<file path="src/rtl/l2_rr_arbiter.sv">
// l2_rr_arbiter: shares the single L2 port between the I-cache and D-cache
// miss paths. Round-robin between the two sides, latches the winning request
// for the whole L2 transaction and returns the line through a registered
// one-cycle response stage.
//
// Handshake: a requester holds read/write until it sees its one-cycle resp
// pulse; toward L2 the arbiter holds exactly one strobe until l2mem_resp=1
// and drops it on the following edge. Requests are sampled only in IDLE.
module l2_rr_arbiter #(
   parameter int ADDR_WIDTH = 32,
   parameter int LINE_WIDTH = 256
) (
   input  logic                  clk,
   input  logic                  rst,
   input  logic [ADDR_WIDTH-1:0] ipmem_address,
   input  logic [LINE_WIDTH-1:0] ipmem_wdata,
   output logic [LINE_WIDTH-1:0] ipmem_rdata,
   input  logic                  ipmem_read,
   input  logic                  ipmem_write,
   output logic                  ipmem_resp,
   input  logic [ADDR_WIDTH-1:0] dpmem_address,
   input  logic [LINE_WIDTH-1:0] dpmem_wdata,
   output logic [LINE_WIDTH-1:0] dpmem_rdata,
   input  logic                  dpmem_read,
   input  logic                  dpmem_write,
   output logic                  dpmem_resp,
   output logic [ADDR_WIDTH-1:0] l2mem_address,
   output logic [LINE_WIDTH-1:0] l2mem_wdata,
   input  logic [LINE_WIDTH-1:0] l2mem_rdata,
   output logic                  l2mem_read,
   output logic                  l2mem_write,
   input  logic                  l2mem_resp,
   output logic                  arb_busy,
   output logic [1:0]            arb_grant,
   output logic [1:0]            arb_state
);

   localparam logic [1:0] ST_IDLE = 2'd0;
   localparam logic [1:0] ST_BUSY = 2'd1;
   localparam logic [1:0] ST_RESP = 2'd2;

   localparam logic [1:0] GR_NONE = 2'b00;
   localparam logic [1:0] GR_I    = 2'b01;
   localparam logic [1:0] GR_D    = 2'b10;

   logic [1:0]            state_q, state_d;
   logic                  ptr_q, ptr_d;      // 0: I-cache favoured, 1: D-cache favoured
   logic [1:0]            grant_q, grant_d;
   logic [ADDR_WIDTH-1:0] addr_q, addr_d;
   logic [LINE_WIDTH-1:0] wdata_q, wdata_d;
   logic                  l2_read_q, l2_read_d;
   logic                  l2_write_q, l2_write_d;
   logic                  iresp_q, iresp_d;
   logic                  dresp_q, dresp_d;
   logic [LINE_WIDTH-1:0] irdata_q, irdata_d;
   logic [LINE_WIDTH-1:0] drdata_q, drdata_d;

   logic req_i, req_d, pick_d;

   // The I-cache never writes, so its write strobe and write line are dropped.
   logic unused_inputs;
   assign unused_inputs = ^{ipmem_write, ipmem_wdata};

   // Next-state logic: arbitration in IDLE, wait for L2 in BUSY, one-cycle RESP.
   always_comb begin
      state_d    = state_q;
      ptr_d      = ptr_q;
      grant_d    = grant_q;
      addr_d     = addr_q;
      wdata_d    = wdata_q;
      l2_read_d  = l2_read_q;
      l2_write_d = l2_write_q;
      iresp_d    = 1'b0;
      dresp_d    = 1'b0;
      irdata_d   = irdata_q;
      drdata_d   = drdata_q;
      req_i      = ipmem_read;
      req_d      = dpmem_read | dpmem_write;
      pick_d     = 1'b0;

      case (state_q)
         ST_IDLE: begin
            if (req_i || req_d) begin
               pick_d  = req_d && (!req_i || ptr_q);
               state_d = ST_BUSY;
               if (pick_d) begin
                  grant_d    = GR_D;
                  addr_d     = dpmem_address;
                  wdata_d    = dpmem_wdata;
                  // a simultaneous read+write is served as a writeback
                  l2_write_d = dpmem_write;
                  l2_read_d  = ~dpmem_write;
                  ptr_d      = 1'b0;
               end else begin
                  grant_d    = GR_I;
                  addr_d     = ipmem_address;
                  wdata_d    = '0;
                  l2_write_d = 1'b0;
                  l2_read_d  = 1'b1;
                  ptr_d      = 1'b1;
               end
            end
         end
         ST_BUSY: begin
            if (l2mem_resp) begin
               l2_read_d  = 1'b0;
               l2_write_d = 1'b0;
               state_d    = ST_RESP;
               iresp_d    = (grant_q == GR_I);
               dresp_d    = (grant_q == GR_D);
               if (l2_read_q) begin
                  if (grant_q == GR_I) irdata_d = l2mem_rdata;
                  else                 drdata_d = l2mem_rdata;
               end
            end
         end
         ST_RESP: begin
            grant_d = GR_NONE;
            state_d = ST_IDLE;
         end
         default: begin
            grant_d    = GR_NONE;
            l2_read_d  = 1'b0;
            l2_write_d = 1'b0;
            state_d    = ST_IDLE;
         end
      endcase
   end

   // State and output registers with synchronous reset.
   always_ff @(posedge clk) begin
      if (rst) begin
         state_q    <= ST_IDLE;
         ptr_q      <= 1'b0;
         grant_q    <= GR_NONE;
         addr_q     <= '0;
         wdata_q    <= '0;
         l2_read_q  <= 1'b0;
         l2_write_q <= 1'b0;
         iresp_q    <= 1'b0;
         dresp_q    <= 1'b0;
         irdata_q   <= '0;
         drdata_q   <= '0;
      end else begin
         state_q    <= state_d;
         ptr_q      <= ptr_d;
         grant_q    <= grant_d;
         addr_q     <= addr_d;
         wdata_q    <= wdata_d;
         l2_read_q  <= l2_read_d;
         l2_write_q <= l2_write_d;
         iresp_q    <= iresp_d;
         dresp_q    <= dresp_d;
         irdata_q   <= irdata_d;
         drdata_q   <= drdata_d;
      end
   end

   assign l2mem_address = addr_q;
   assign l2mem_wdata   = wdata_q;
   assign l2mem_read    = l2_read_q;
   assign l2mem_write   = l2_write_q;
   assign ipmem_resp    = iresp_q;
   assign dpmem_resp    = dresp_q;
   assign ipmem_rdata   = irdata_q;
   assign dpmem_rdata   = drdata_q;
   assign arb_grant     = grant_q;
   assign arb_busy      = (state_q != ST_IDLE);
   assign arb_state     = state_q;

endmodule

</file>
<file path="config.mk">
export PLATFORM = sky130hd
export DESIGN_NAME = l2_rr_arbiter
export DESIGN_NICKNAME = d
export VERILOG_FILES = /design/src/rtl/l2_rr_arbiter.sv
export SDC_FILE = /design/constraint.sdc
export NUM_CORES = 2
export LEC_CHECK = 0
export ABC_AREA = 0
export CORE_AREA = 2 2 640 642
export DETAILED_ROUTE_END_ITERATION = 6
export DIE_AREA = 0 0 642 644
export SLEW_MARGIN = 5
export SYNTH_ARGS = -nofsm -noshare
export SYNTH_HDL_FRONTEND = slang
export SYNTH_SLANG_ARGS = --single-unit
</file>
<file path="constraint.sdc">
create_clock -name clk -period 1.3 [get_ports clk]
set_input_delay 0.26 -clock clk [delete_from_list [all_inputs] [get_ports clk]]
set_output_delay 0.26 -clock clk [all_outputs]
set_load 0.05 [all_outputs]
</file>
==> summary.txt <==
Worst setup path
  – CP max-delay cell: dfxtp_4
  – Critical path buffers and inverters: 4
  – FF-to-FF path depth: 10
  – RR Startpoint: arb_state[0]
  – Crit path cell chain: nor2_4 -> buf_12 -> inv_16 -> buf_12 -> buf_12
  – Crit-path max FO: 2
  – Critical Path RT: approximately 1.0 ns
  – Worst Setup EP: arb_busy
  – Worst setup path startpoint: arb_state[0]
  – Worst path depth: 5
  – Worst Path Arrival: 1.83 ns
  – Crit path kind: reg2out
  – Delay of the slowest critical-path stage: roughly 0.36 ns
  – Worst setup EP type: primary output
  – Delay-heaviest family, CP: buffers and inverters
  – Startpoint types: flip-flop
  – Reg-to-reg slack, setup: -0.62 ns
  – FF-to-FF End: dpmem_rdata[137]
  – Most used cell, CP: buf_12

Die
  – Core region area: approximately 410,000 µm²
  – DIE AREA: between 400,000 and 500,000 µm²
  – Die Span X: 642 µm
  – Initial Util: 7.647%
  – Top Ports: 1,648
  – Std-Cell Rows: between 200 and 250
  – Die height: about 640 µm

Run status
  – Status: finished, violations left
  – Failing checks: setup timing

Placement
  – IO Port Bufs: around 1,400
  – HPWL Detailed: between 200,000 and 250,000 µm
  – GP Congestion: 0.9330
  – Pre-CTS setup slack: -1.032 ns

GRT
  – Largest net degree at the start of global routing: 74
  – Initial antenna violation count: ~190
  – Gr ovfl total: 0
  – First-pass GRT wire length: 347,000 µm
  – GRT Util Overall: roughly an eighth
  – Vias in the first global route: between 30,000 and 40,000

Logic synthesis
  – Leading area contributor after synthesis: dfxtp_1
  – Syn Nets: 4,203
  – Share of the synthesized area in the top cell type: around half
  – Main synth FF type: dfxtp_1
  – Mapped Area: 31,160 µm²
  – FF+latch count, synth: between 800 and 900
  – Netlist cell types: 31
  – Register area share after synthesis: between 50% and 60%
  – Yosys warning count: 0
  – Number of flops mapped to enable cells by yosys: 0
  – Mapped Avg Cell Area: approximately 9 µm²
  – Post-synthesis cell count: roughly 3,400
  – Area contributors post-synth: dfxtp_1, mux2i_1, nand2_1
  – Async SR Flop Fraction: 0%

Detailed routing
  – Iter 0 DRT Violations: around 2,300
  – Routed len/inst: ~25 µm
  – ANT nets after route: 0
  – Vias per inst: about 3.2
  – DRC Markers: 0
  – TritonRoute pass-1 iters: 6
  – DR vias: 34,700
  – Routed WL: roughly 270,000 µm

Clock tree
  – Clock buffer depth: 4
  – H-tree levels: 3
  – Total CTS buffers: between 100 and 150
  – Worst skew pair latency: roughly 0.85 ns
  – Clock transition at path regs: approximately 0.060 ns
  – Clk root buf: clkbuf_16
  – CTS tree: built
  – Clock Sinks: 809

Pwr
  – Leakage power: between 20 and 30 nW
  – Pwr dens: 1016 nW/µm²
  – VDD IR max: approximately 0.001 V

Timing
  – Final Hold Vio Count: 0
  – Fin Clk Skew: between 0.07 and 0.08 ns
  – Highest Clock Rate: roughly 480 MHz
  – Slew headroom: about two thirds
  – Tightest hold margin: 0.07383 ns
  – Final setup viols: around 1,600
  – Max Slew Vio Count: 0
  – Fin worst setup slack: -0.7852 ns
  – Post-layout min period: around 2.1 ns
  – Fin crit share: 160.4%
  – Slew at the pin closest to its max-slew limit: ~0.51 ns
  – Unrepaired setup endpoints after global routing: yes

Final layout
  – Nets: 6,080
  – Share of cells above drive strength 1: 31.99%
  – Layout area overhead: 130.1%
  – Final core occ: between 15 and 20%

Min path
  – Hold path depth: 3
  – Hold_sp: dpmem_wdata[178]
  – Hold WC Path Type: in2reg

Job
  – Maxcap violations: 0
[worst min-delay path by stage]
stage	slack [ns]	to
after detailed placement	0.49	ipmem_rdata[49]
after floorplan	0.41	l2mem_write
after global placement	0.48	ipmem_rdata[213]
after global routing	0.03	dpmem_rdata[253]
after CTS	0.0005	dpmem_rdata[253]
final	0.07	l2mem_wdata[178]
[cell usage after synthesis (2+ instances only)]
| cell | instances |
|---|---|
| a21oi_1 | 258 |
| a31oi_1 | 32 |
| buf_1 | 35 |
| buf_2 | 97 |
| buf_4 | 6 |
| buf_6 | 51 |
| clkbuf_1 | 155 |
| dfxtp_1 | 809 |
| inv_1 | 3 |
| inv_2 | 2 |
| mux2i_1 | 512 |
| nand2_1 | 768 |
| nand2b_1 | 2 |
| nand3_1 | 4 |
| nand4_1 | 320 |
| nor2_1 | 4 |
| o211ai_1 | 2 |
| o21ai_0 | 290 |
| o22ai_1 | 2 |
[cell type report]
| class | count | area, µm² |
|---|---|---|
| antenna | 81 | 202.7 |
| timing repair buffer | 2116 | 31100 |
| multi-input combinational | 2206 | 13270 |
| clock inverter | 49 | 518.0 |
| tap | 5451 | 6820 |
| sequential | 809 | 16870 |
| inverter | 5 | 42.54 |
| clock buffer | 135 | 2890 |
| fill | 44830 | 335800 |
[layer usage]
metal	vias up	global-route usage (%)	part of all wire, %
met4	84	6.853	6.3
li1	15640	-	-
met5	-	0	0.21
met3	695	5.974	11
met1	16510	12.61	34
met2	1777	21.66	48
[cells by family (layout without fill, tap and decap cells)]
logic type / after synthesis / count (layout) / synth area share, %
flops: 809 / 809 / 51.97
other cells: 0 / 81 / 0
mux: 512 / 512 / 16.44
buf+inv: 349 / 2305 / 5.894
simple gates: 1106 / 1106 / 16.06
compound gates: 588 / 588 / 9.631
[registers in the layout, summed over array words and instances (netlist names), 2 cells and up]
name / count
dpmem_rdata: 256
ipmem_rdata: 256
arb_grant: 2
arb_state: 2
l2mem_address: 32
l2mem_wdata: 256
[what timing repair did]
| item | 4_1_cts | 5_1_grt |
|---|---|---|
| endpoints found under the setup margin | 1615 | 1617 |
| pin swaps | 3 | 20 |
| cloned | 44 | 19 |
| resized for setup | 526 | 107 |
| hold buffers | 319 | 0 |
| setup buffers | 66 | 22 |
| hold endpoints to repair | 399 | 0 |
[tightest hold or removal path: stages]
cell and delay [ns]:
clkdlybuf4s50_1 0.46, nand4_1 0.10, a21oi_1 0.05
[power breakdown]
part	internal (W)	switching (W)	leakage (nW)
clock	0.0170	0.0127	1.67
combinational	0.00778	0.00891	18.2
sequential	0.0256	0.00101	6.72
total	0.0503	0.0226	26.6
[per-stage QoR]
step | cell area [µm²] | setup TNS [ns] | cells | total power, W
2_1_floorplan | 31280 | -53.45 | 3364 | 0.03251
3_3_place_gp | 61440 | -610.50 | 10140 | 0.04181
3_5_place_dp | 61440 | -629.61 | 10140 | 0.04185
4_1_cts | 71190 | -739.56 | 10760 | 0.07345
5_1_grt | 71690 | -727.12 | 10840 | 0.07546
6_report | 71720 | -603.91 | 10850 | 0.07291
[layout by cell type (no fill, tap or decap), drive strengths merged]
| cell | Yosys | final |
|---|---|---|
| a211o | 1 | 1 |
| o211ai | 2 | 2 |
| a21oi | 258 | 258 |
| buf | 189 | 1201 |
| dlygate4sd3 | 0 | 319 |
| and2b | 1 | 1 |
| bufinv | 0 | 6 |
| nand4 | 321 | 321 |
| nand2 | 768 | 768 |
| clkinvlp | 0 | 7 |
| or2 | 1 | 1 |
| o21a | 1 | 1 |
| o21ai | 291 | 291 |
| bufbuf | 0 | 2 |
| nor2b | 1 | 1 |
| nor2 | 5 | 5 |
| nand4b | 1 | 1 |
| o22ai | 2 | 2 |
| o211a | 1 | 1 |
| nand3 | 4 | 4 |
| inv | 5 | 15 |
| diode | 0 | 81 |
| clkinv | 0 | 26 |
| a31oi | 32 | 32 |
| clkdlybuf4s50 | 0 | 579 |
| dfxtp | 809 | 809 |
| nand2b | 2 | 2 |
| nor3 | 2 | 2 |
| clkbuf | 155 | 150 |
| mux2i | 512 | 512 |
No activity file was read; power rests on OpenSTA's default activity.
